## config.mk

```make
export PLATFORM = sky130hd
export DESIGN_NAME = lcd_controller
export DESIGN_NICKNAME = d
export VERILOG_FILES = /design/src/rtl/lcd_controller.sv
export SDC_FILE = /design/constraint.sdc
export NUM_CORES = 1
export LEC_CHECK = 0
export ABC_AREA = 0
export CAP_MARGIN = 20
export CORE_ASPECT_RATIO = 0.7
export CORE_MARGIN = 2
export CORE_UTILIZATION = 60
export CTS_CLUSTER_DIAMETER = 60
export DETAILED_ROUTE_END_ITERATION = 12
export PLACE_DENSITY = 0.8
export REMOVE_ABC_BUFFERS = 1
export SETUP_SLACK_MARGIN = 0.5
export SYNTH_ARGS = -nofsm -noshare
export SYNTH_HDL_FRONTEND = slang
export SYNTH_SLANG_ARGS = --single-unit
export TNS_END_PERCENT = 1
```

## constraint.sdc

```tcl
create_clock -name clk -period 3.95 [get_ports clk]
set_clock_uncertainty 0.15 [all_clocks]
set_input_delay 0.5925 -clock clk [delete_from_list [all_inputs] [get_ports clk]]
set_output_delay 0.5925 -clock clk [all_outputs]
set_load 0.01 [all_outputs]
```

## src/rtl/lcd_controller.sv

```systemverilog
// HD44780 character-LCD driver: runs the panel init sequence, then draws one instruction/result line.
// Define LCD_BINARY_LINE_EN to also draw lcd_value in binary on line 2.
module lcd_controller #(
    parameter int unsigned INIT_WAIT_CYC  = 750000,
    parameter int unsigned EN_PULSE_CYC   = 25,
    parameter int unsigned CMD_WAIT_CYC   = 2500,
    parameter int unsigned CLEAR_WAIT_CYC = 100000
) (
    input  logic        clk,
    input  logic        rst,
    input  logic        lcd_update,
    input  logic [2:0]  lcd_opcode,
    input  logic [3:0]  lcd_reg_idx,
    input  logic [15:0] lcd_value,
    output logic        lcd_busy,
    output logic [7:0]  lcd_data,
    output logic        lcd_rs,
    output logic        lcd_rw,
    output logic        lcd_en,
    output logic        lcd_on,
    output logic        lcd_blon
);

    typedef enum logic [2:0] {StInitWait, StInitCmd, StIdle, StConvert, StWrite} state_e;
    typedef enum logic [1:0] {PhSetup, PhPulse, PhWait} phase_e;

`ifdef LCD_BINARY_LINE_EN
    localparam logic [5:0] LAST_IDX = 6'd33;
`else
    localparam logic [5:0] LAST_IDX = 6'd16;
`endif

    state_e      state_q;
    phase_e      phase_q;
    logic [31:0] cnt_q;
    logic [5:0]  idx_q;
    logic [2:0]  op_q;
    logic [3:0]  reg_q;
    logic [15:0] val_q;
    logic [15:0] bin_q;
    logic [19:0] bcd_q;

    logic [5:0]  nidx;
    logic [3:0]  pos;
    logic [39:0] mnem;
    logic [7:0]  line_char;
    logic [7:0]  frame_nxt;
    logic        frame_nxt_rs;
    logic [7:0]  init_nxt;
    logic [31:0] wait_len;
    logic [15:0] mag;
    logic [19:0] bcd_adj;
    logic [35:0] dd_shift;
    logic [3:0]  ones;

    assign lcd_rw   = 1'b0;
    assign lcd_on   = 1'b1;
    assign lcd_blon = 1'b1;

    always_comb begin
        nidx = idx_q + 6'd1;
        pos  = nidx[3:0] - 4'd1;
        ones = (reg_q >= 4'd10) ? reg_q - 4'd10 : reg_q;

        case (op_q)
            3'd0:    mnem = "LOAD ";
            3'd1:    mnem = "ADD  ";
            3'd2:    mnem = "ADDI ";
            3'd3:    mnem = "SUB  ";
            3'd4:    mnem = "SUBI ";
            3'd5:    mnem = "MUL  ";
            3'd6:    mnem = "CLEAR";
            default: mnem = "DPL  ";
        endcase

        case (pos)
            4'd0:    line_char = mnem[39:32];
            4'd1:    line_char = mnem[31:24];
            4'd2:    line_char = mnem[23:16];
            4'd3:    line_char = mnem[15:8];
            4'd4:    line_char = mnem[7:0];
            4'd6:    line_char = "R";
            4'd7:    line_char = (reg_q >= 4'd10) ? "1" : "0";
            4'd8:    line_char = {4'h3, ones};
            4'd10:   line_char = val_q[15] ? "-" : "+";
            4'd11:   line_char = {4'h3, bcd_q[19:16]};
            4'd12:   line_char = {4'h3, bcd_q[15:12]};
            4'd13:   line_char = {4'h3, bcd_q[11:8]};
            4'd14:   line_char = {4'h3, bcd_q[7:4]};
            4'd15:   line_char = {4'h3, bcd_q[3:0]};
            default: line_char = " ";
        endcase

        frame_nxt    = line_char;
        frame_nxt_rs = 1'b1;
`ifdef LCD_BINARY_LINE_EN
        if (nidx == 6'd17) begin
            frame_nxt    = 8'hC0;
            frame_nxt_rs = 1'b0;
        end else if (nidx >= 6'd18) begin
            frame_nxt = val_q[4'(6'd33 - nidx)] ? "1" : "0";
        end
`endif

        case (idx_q[1:0])
            2'd0:    init_nxt = 8'h0C;
            2'd1:    init_nxt = 8'h01;
            default: init_nxt = 8'h06;
        endcase

        wait_len = (!lcd_rs && lcd_data == 8'h01) ? CLEAR_WAIT_CYC : CMD_WAIT_CYC;

        // Two's-complement magnitude; 0x8000 maps to 32768 as unsigned.
        mag = lcd_value[15] ? (~lcd_value + 16'd1) : lcd_value;

        // Double-dabble: add 3 to any BCD digit >= 5, then shift one binary bit in.
        for (int i = 0; i < 5; i++) begin
            bcd_adj[4*i +: 4] = (bcd_q[4*i +: 4] >= 4'd5) ? bcd_q[4*i +: 4] + 4'd3
                                                            : bcd_q[4*i +: 4];
        end
        dd_shift = {bcd_adj, bin_q} << 1;
    end

    always_ff @(posedge clk or posedge rst) begin
        if (rst) begin
            state_q  <= StInitWait;
            phase_q  <= PhSetup;
            cnt_q    <= '0;
            idx_q    <= '0;
            op_q     <= '0;
            reg_q    <= '0;
            val_q    <= '0;
            bin_q    <= '0;
            bcd_q    <= '0;
            lcd_busy <= 1'b1;
            lcd_en   <= 1'b0;
            lcd_rs   <= 1'b0;
            lcd_data <= 8'h00;
        end else begin
            case (state_q)
                StInitWait: begin
                    if (cnt_q == INIT_WAIT_CYC - 32'd1) begin
                        cnt_q    <= '0;
                        idx_q    <= '0;
                        phase_q  <= PhSetup;
                        lcd_rs   <= 1'b0;
                        lcd_data <= 8'h38;
                        state_q  <= StInitCmd;
                    end else begin
                        cnt_q <= cnt_q + 32'd1;
                    end
                end

                StIdle: begin
                    if (lcd_update) begin
                        op_q     <= lcd_opcode;
                        reg_q    <= lcd_reg_idx;
                        val_q    <= lcd_value;
                        bin_q    <= mag;
                        bcd_q    <= '0;
                        cnt_q    <= '0;
                        lcd_busy <= 1'b1;
                        state_q  <= StConvert;
                    end
                end

                StConvert: begin
                    bcd_q <= dd_shift[35:16];
                    bin_q <= dd_shift[15:0];
                    if (cnt_q == 32'd15) begin
                        cnt_q    <= '0;
                        idx_q    <= '0;
                        phase_q  <= PhSetup;
                        lcd_rs   <= 1'b0;
                        lcd_data <= 8'h80;
                        state_q  <= StWrite;
                    end else begin
                        cnt_q <= cnt_q + 32'd1;
                    end
                end

                default: begin
                    // Shared transfer engine for StInitCmd and StWrite.
                    case (phase_q)
                        PhSetup: begin
                            lcd_en  <= 1'b1;
                            cnt_q   <= '0;
                            phase_q <= PhPulse;
                        end
                        PhPulse: begin
                            if (cnt_q == EN_PULSE_CYC - 32'd1) begin
                                lcd_en  <= 1'b0;
                                cnt_q   <= '0;
                                phase_q <= PhWait;
                            end else begin
                                cnt_q <= cnt_q + 32'd1;
                            end
                        end
                        default: begin
                            if (cnt_q == wait_len - 32'd1) begin
                                cnt_q <= '0;
                                if (idx_q == ((state_q == StInitCmd) ? 6'd3 : LAST_IDX)) begin
                                    lcd_busy <= 1'b0;
                                    state_q  <= StIdle;
                                end else begin
                                    idx_q   <= nidx;
                                    phase_q <= PhSetup;
                                    if (state_q == StInitCmd) begin
                                        lcd_rs   <= 1'b0;
                                        lcd_data <= init_nxt;
                                    end else begin
                                        lcd_rs   <= frame_nxt_rs;
                                        lcd_data <= frame_nxt;
                                    end
                                end
                            end else begin
                                cnt_q <= cnt_q + 32'd1;
                            end
                        end
                    endcase
                end
            endcase
        end
    end

endmodule

```

# Word-level counts from Yosys, hierarchy flattened
# Index checks and enable logic that the tools add are counted.
classes:
  n_addsub: 11
  n_mul: 0
  div: 0
  order_cmp: 6
  eq_ne: 40
  shifts: 0
  n_mux: 66
  n_bitwise: 4
  reduce_logical: 25
op_table:
  columns: ["op", "n"]
  rows:
  - ["$pmux 37 s7", 1]
  - ["$mux 32", 5]
  - ["$pmux 8 s14", 1]
  - ["$pmux 32 s3", 1]
  - ["$pmux 32 s2", 1]
  - ["$mux 8", 6]
  - ["$pmux 20 s2", 1]
  - ["$add 32x1->32 const B", 1]
  - ["$eq 32x20->1 const B", 1]
  - ["$eq 32x32->1", 1]
  - ["$eq 32x4->1 const B", 1]
  - ["$eq 32x5->1 const B", 1]
  - ["$mux 16", 2]
  - ["$pmux 16 s2", 1]
  - ["$mux 6", 5]
  - ["$eq 4x4->1 const B", 7]
  - ["$mux 3", 8]
  - ["$pmux 8 s3", 1]
  - ["$ge 4x3->1 const B", 5]
  - ["$mux 20", 1]
  - ["$mux 4", 5]
  - ["$pmux 6 s3", 1]
  - ["$reduce_and 6->1", 3]
  - ["$sub 17x1->18 const B", 1]
  - ["48 further kinds", 91]
word_totals:
  register_bits: 113
  latch_bits: 0
  ram_bits: 0
  rom_bits: 0
  in_bits: 26
  output_inout_bits: 14
  word_cells: 165
  mem_count: 0

# Logic depth before layout (Yosys ltp)
logic_depth:
  ltp_word: 9
  ltp_mapped: 11
  ltp_nobuf: 9

# Worst setup path after synthesis
# Ideal clock, no wire load.
synth_path:
  path_type: "register to register"
  start: "reg idx_q[0]"
  end: "reg lcd_data[0]"
  setup_ns: 0.121
  arrival_time_ns: 2.711
  t_required_ns: 3.679
  path_slack_ns: 0.968
  stages_incl_launch_ff: 10
  n_path_buf: 1
  synth_period_minus_slack_ns: 2.982
  path_cell_list: "dfrtp_1 > clkbuf_1 > inv_1 > ha_1 > nor4bb_1 > nor4b_1 > nor4_2 > nand2_1 > a221o_1 > a22o_1"
synth_between:
  elab_chain_len: 9
  word_cells_on_any_way: 28
  cone_classes: "add/sub (2); eq/ne (16); mux (7); reduce/logical (3)"
synth_rtl:
  columns: ["item", "line", "rtl"]
  rows:
  - ["start: declaration", "36", "logic [5:0] idx_q;"]
  - ["start signal: assignment", "206", "idx_q <= nidx;"]
  - ["$add 6x1->6", "61", "nidx = idx_q + 6'd1;"]
  - ["$sub 4x1->4", "62", "pos = nidx[3:0] - 4'd1;"]
  - ["$eq 4x4->1 (tied with other cells)", "76", "case (pos)"]
  - ["$pmux 8 s14", "76", null]
  - ["$mux 8", "208", "if (state_q == StInitCmd) begin"]
  - ["$mux 8", "202", "if (idx_q == ((state_q == StInitCmd) ? 6'd3 : LAST_IDX)) begin"]
  - ["$mux 8", "200", "if (cnt_q == wait_len - 32'd1) begin"]
  - ["$mux 8", "184", "case (phase_q)"]
  - ["$pmux 8 s3", "140", "case (state_q)"]
  - ["end signal: assignment", "210", "lcd_data <= init_nxt;"]
  - ["end signal: assignment", "213", "lcd_data <= frame_nxt;"]
  - ["end: declaration", "16", "output logic [7:0] lcd_data,"]
# Parallel ways exist; a longest one is shown, timed or not. The select of a mux whose other input is x is not followed.
# A chain may end at the register's enable or synchronous reset.

# Worst setup path after layout
layout_path:
  start: "reg idx_q[0]"
  end: "reg lcd_data[4]"
# The elaborated chain is that of the path after synthesis.

==> results.cfg <==
[logic_synthesis]
netlist_area_sq_um = 6518
ys_warn_count = 0
post_synth.cell_area_avg_sq_um = 8.324
synth_edf_count = 0
synth_adder_area_share = 0.03840
synthArstFlopShare = 1.000
synth_common_cells = dfrtp_1 (97), nand2_1 (89), o21ai_0 (81)
post-synth-top-count-cell = dfrtp_1
netlist_instances = 783
ys_seq_area_frac = 0.3765
synth_top_family_by_area = compound AO/OA/AOI/OAI gates
synth_mux_area_frac = 0.01133
synth-simple-area-share = 0.2413
ys_types = 66
synth_area_leaders = dfrtp_1 (37%), o21ai_0 (6.2%), nand2_1 (5.1%)
synth_top_area_share = 0.3724
ys_ff_latch = 98
yosys.area.top_type = dfrtp_1
synthXorXnorAreaFrac = 0.03494
synthFlopType = dfrtp_1
synth_compound_area_frac = 0.2415

[layout]
drive_gt1_frac = 0.06148
syn_to_final_growth_pct = 11.35
final_util = 0.6930
layout.nets = 838
antenna_cells = 0

[pwr]
leakage_uw = 0.002991
combPwrFrac = 0.052
switching_power_uw = 472.5
switching_share = 0.2310
pwr_density_cell_nw_per_um2 = 281.9
intPower_uw = 1573
power.share.sequential = 0.497
peakVddDrop_mv = 0.2090
clock_power_share = 0.451

[setup_path]
r2r_cells = 9
worst_setup_path_start_kind = flop
r2r-end = lcd_data[4]$_DFFE_PP0P_
critPathArrivalTime_ns = 3.34
startpoint = idx_q[0]$_DFFE_PP0P_
rr_startpoint = idx_q[0]$_DFFE_PP0P_
rrSetupSlack_ns = 0.71
crit_type = reg2reg
cp.required_ns = 4.05
critPathCapture = lcd_data[4]$_DFFE_PP0P_
path_max_fanout = 14
cp-end-kind = flop

[routing]
wire_per_inst_um = 18.89
drc = 0
vias = 6277
drtIter0Drc = 781
viasPerCell = 6.757
finalWirelength_mm = 17.55
antenna_left = 0
first_pass_iters = 6

[clocking]
cts_tree = done
holdBufCountCts = 0
clock_path_buffers = 2
clkLatencyLatePin_ns = 0.35
cts_root_buf = clkbuf_16
htree_num_levels = 3
clkTransAtPathRegs_ns = 0.07
cts.sinks = 98
cts_inserted_buffers = 9

[floorplanning]
rows = 31
die_y_um = 91.20
dieWidth_um = 128.6
ios = 40
core-area_sq_um = 10470
start_util = 0.6223
die_area_sq_um = 11730

[global_route]
grt.busiest_layer = met2
use_met1 = 0.4522
grt_max_degree = 74
antenna_found_initial = 0
grtUsageMet3 = 0.07189
grt_pass1_wl_mm = 28.97
grt_pass1_vias = 5895
grt_overflow_total = 0
gr-usage-all-layers = 0.3081
globalRouteMet2Util = 0.4614

[min_path]
hold_path.class = reg2reg
hp-start = reg_q[0]$_DFFE_PP0P_

[placed_design]
port-buffer-count = 36
dp_hpwl_mm = 12.73
globalplace.congestion = 0.9603

[sta]
drv_slew = 0
period_needed_ns = 3.241
post-route-period-util = 0.8205
setup_viol = 0
grt_setup_unrepaired = yes
fin_setup_tns_ns = 0
clock.fmax_mhz = 308.6
tightest_slew_ns = 0.8541
hold_viol_final = 0
max-slew-margin-rel = 0.4285

[run_status]
status = finished, final reports clean

[flow_run]
cap_violations = 0
-- worst max-delay path, cell delays in order, from the launching register on --
cell and delay [ns]:
dfrtp_1 0.58, inv_1 0.15, ha_1 0.42, nor4bb_1 0.49
nor3_1 0.19, nor4_4 0.46, o211ai_1 0.22, o2111ai_1 0.16
a21oi_1 0.07, o31ai_1 0.25
-- placed cells by master, fill, tap and decap left out, types with 4 or more instances in the layout --
cell type and instances:
dfrtp_1 97, nand2_1 89, o21ai_0 81, nand3_1 48, nor2_1 48, a21oi_1 42, clkdlybuf4s50_1 36, inv_1 35
o31ai_1 25, ha_1 20, nor3_1 16, xor2_1 15, a22oi_1 14, nand2b_1 13, nand4_1 12, buf_4 12
nor4_1 11, xnor2_1 11, o211ai_1 10, o41ai_1 9, clkbuf_16 9, or3_1 8, and3_1 7, o311ai_0 7
a31oi_1 7, nor3b_1 6, nor2b_1 6, a22o_1 6, and2_1 5, a32o_1 5, mux2i_1 4, nor4_2 4
a21o_1 4, o22ai_1 4, or4_1 4
-- how the worst min path moves through the flow --
stage	slack, ns	cells after the start	endpoint
floorplan	0.29	2	reg_q[0]$_DFFE_PP0P_
global placement	0.32	2	bcd_q[0]$_DFFE_PP0P_
detailed placement	0.32	2	reg_q[0]$_DFFE_PP0P_
CTS	0.34	2	reg_q[0]$_DFFE_PP0P_
global route	0.37	2	reg_q[0]$_DFFE_PP0P_
finish	0.34	2	reg_q[0]$_DFFE_PP0P_
-- flip-flops by register name, summed over array words and instances (netlist names), 3 cells and up --
signal / count
bcd_q: 20
bin_q: 16
cnt_q: 32
idx_q: 6
lcd_data: 8
op_q: 3
reg_q: 4
state_q: 3
-- layout make-up --
| cell class | instances | area, sq um |
|---|---|---|
| flip-flops and latches | 98 | 2454 |
| clock buffers | 10 | 239.0 |
| repair buffers | 49 | 470.5 |
| inverters | 36 | 137.6 |
| fillers | 822 | 3216 |
| well taps | 132 | 165.2 |
| multi-input cells | 598 | 3719 |
| clock inverters | 6 | 72.57 |
-- cells by family after synthesis --
kind of cell / count (synthesis)
multiplexers: 7
AO/OA/AOI/OAI: 242
AND/OR/NAND/NOR: 300
buffers and inverters: 88
flip-flops: 98
adder cells (fa/ha/maj): 20
other: 2
XOR/XNOR: 26
-- stage by stage --
| stage | hold slack, ns | total power [uW] | instance area, sq um | instances | worst slack, ns |
|---|---|---|---|---|---|
| after floorplan | 0.2917 | 1090 | 6299 | 732 | 0.6471 |
| after global placement | 0.3180 | 1139 | 6922 | 911 | 0.7628 |
| after detailed placement | 0.3191 | 1143 | 6922 | 911 | 0.6239 |
| after CTS | 0.3373 | 2053 | 7233 | 927 | 0.6243 |
| after global routing | 0.3667 | 2115 | 7257 | 929 | 0.3646 |
| final | 0.3355 | 2045 | 7257 | 929 | 0.7091 |
-- timing repair --
item,4_1_cts,5_1_grt
setup endpoints to repair,0,17
buffers inserted,0,2
gates resized for setup,0,1
-- power by group through the flow --
| stage | Clock [uW] | Sequential [uW] | Combinational, uW |
|---|---|---|---|
| 4_1_cts | 929 | 1020 | 108 |
| 3_3_place_gp | 0 | 1030 | 104 |
| 3_5_place_dp | 0 | 1040 | 108 |
| 2_1_floorplan | 0 | 1030 | 56.9 |
| 6_report | 922 | 1020 | 107 |
| 5_1_grt | 978 | 1020 | 120 |
-- per-layer routing --
| layer | part of all wire | routed length (um) |
|---|---|---|
| met2 | 0.44 | 7745 |
| met1 | 0.45 | 7982 |
| met5 | 0 | 0 |
| met3 | 0.089 | 1565 |
| met4 | 0.014 | 253 |
Note: power is estimated with default switching activity, not from simulation.
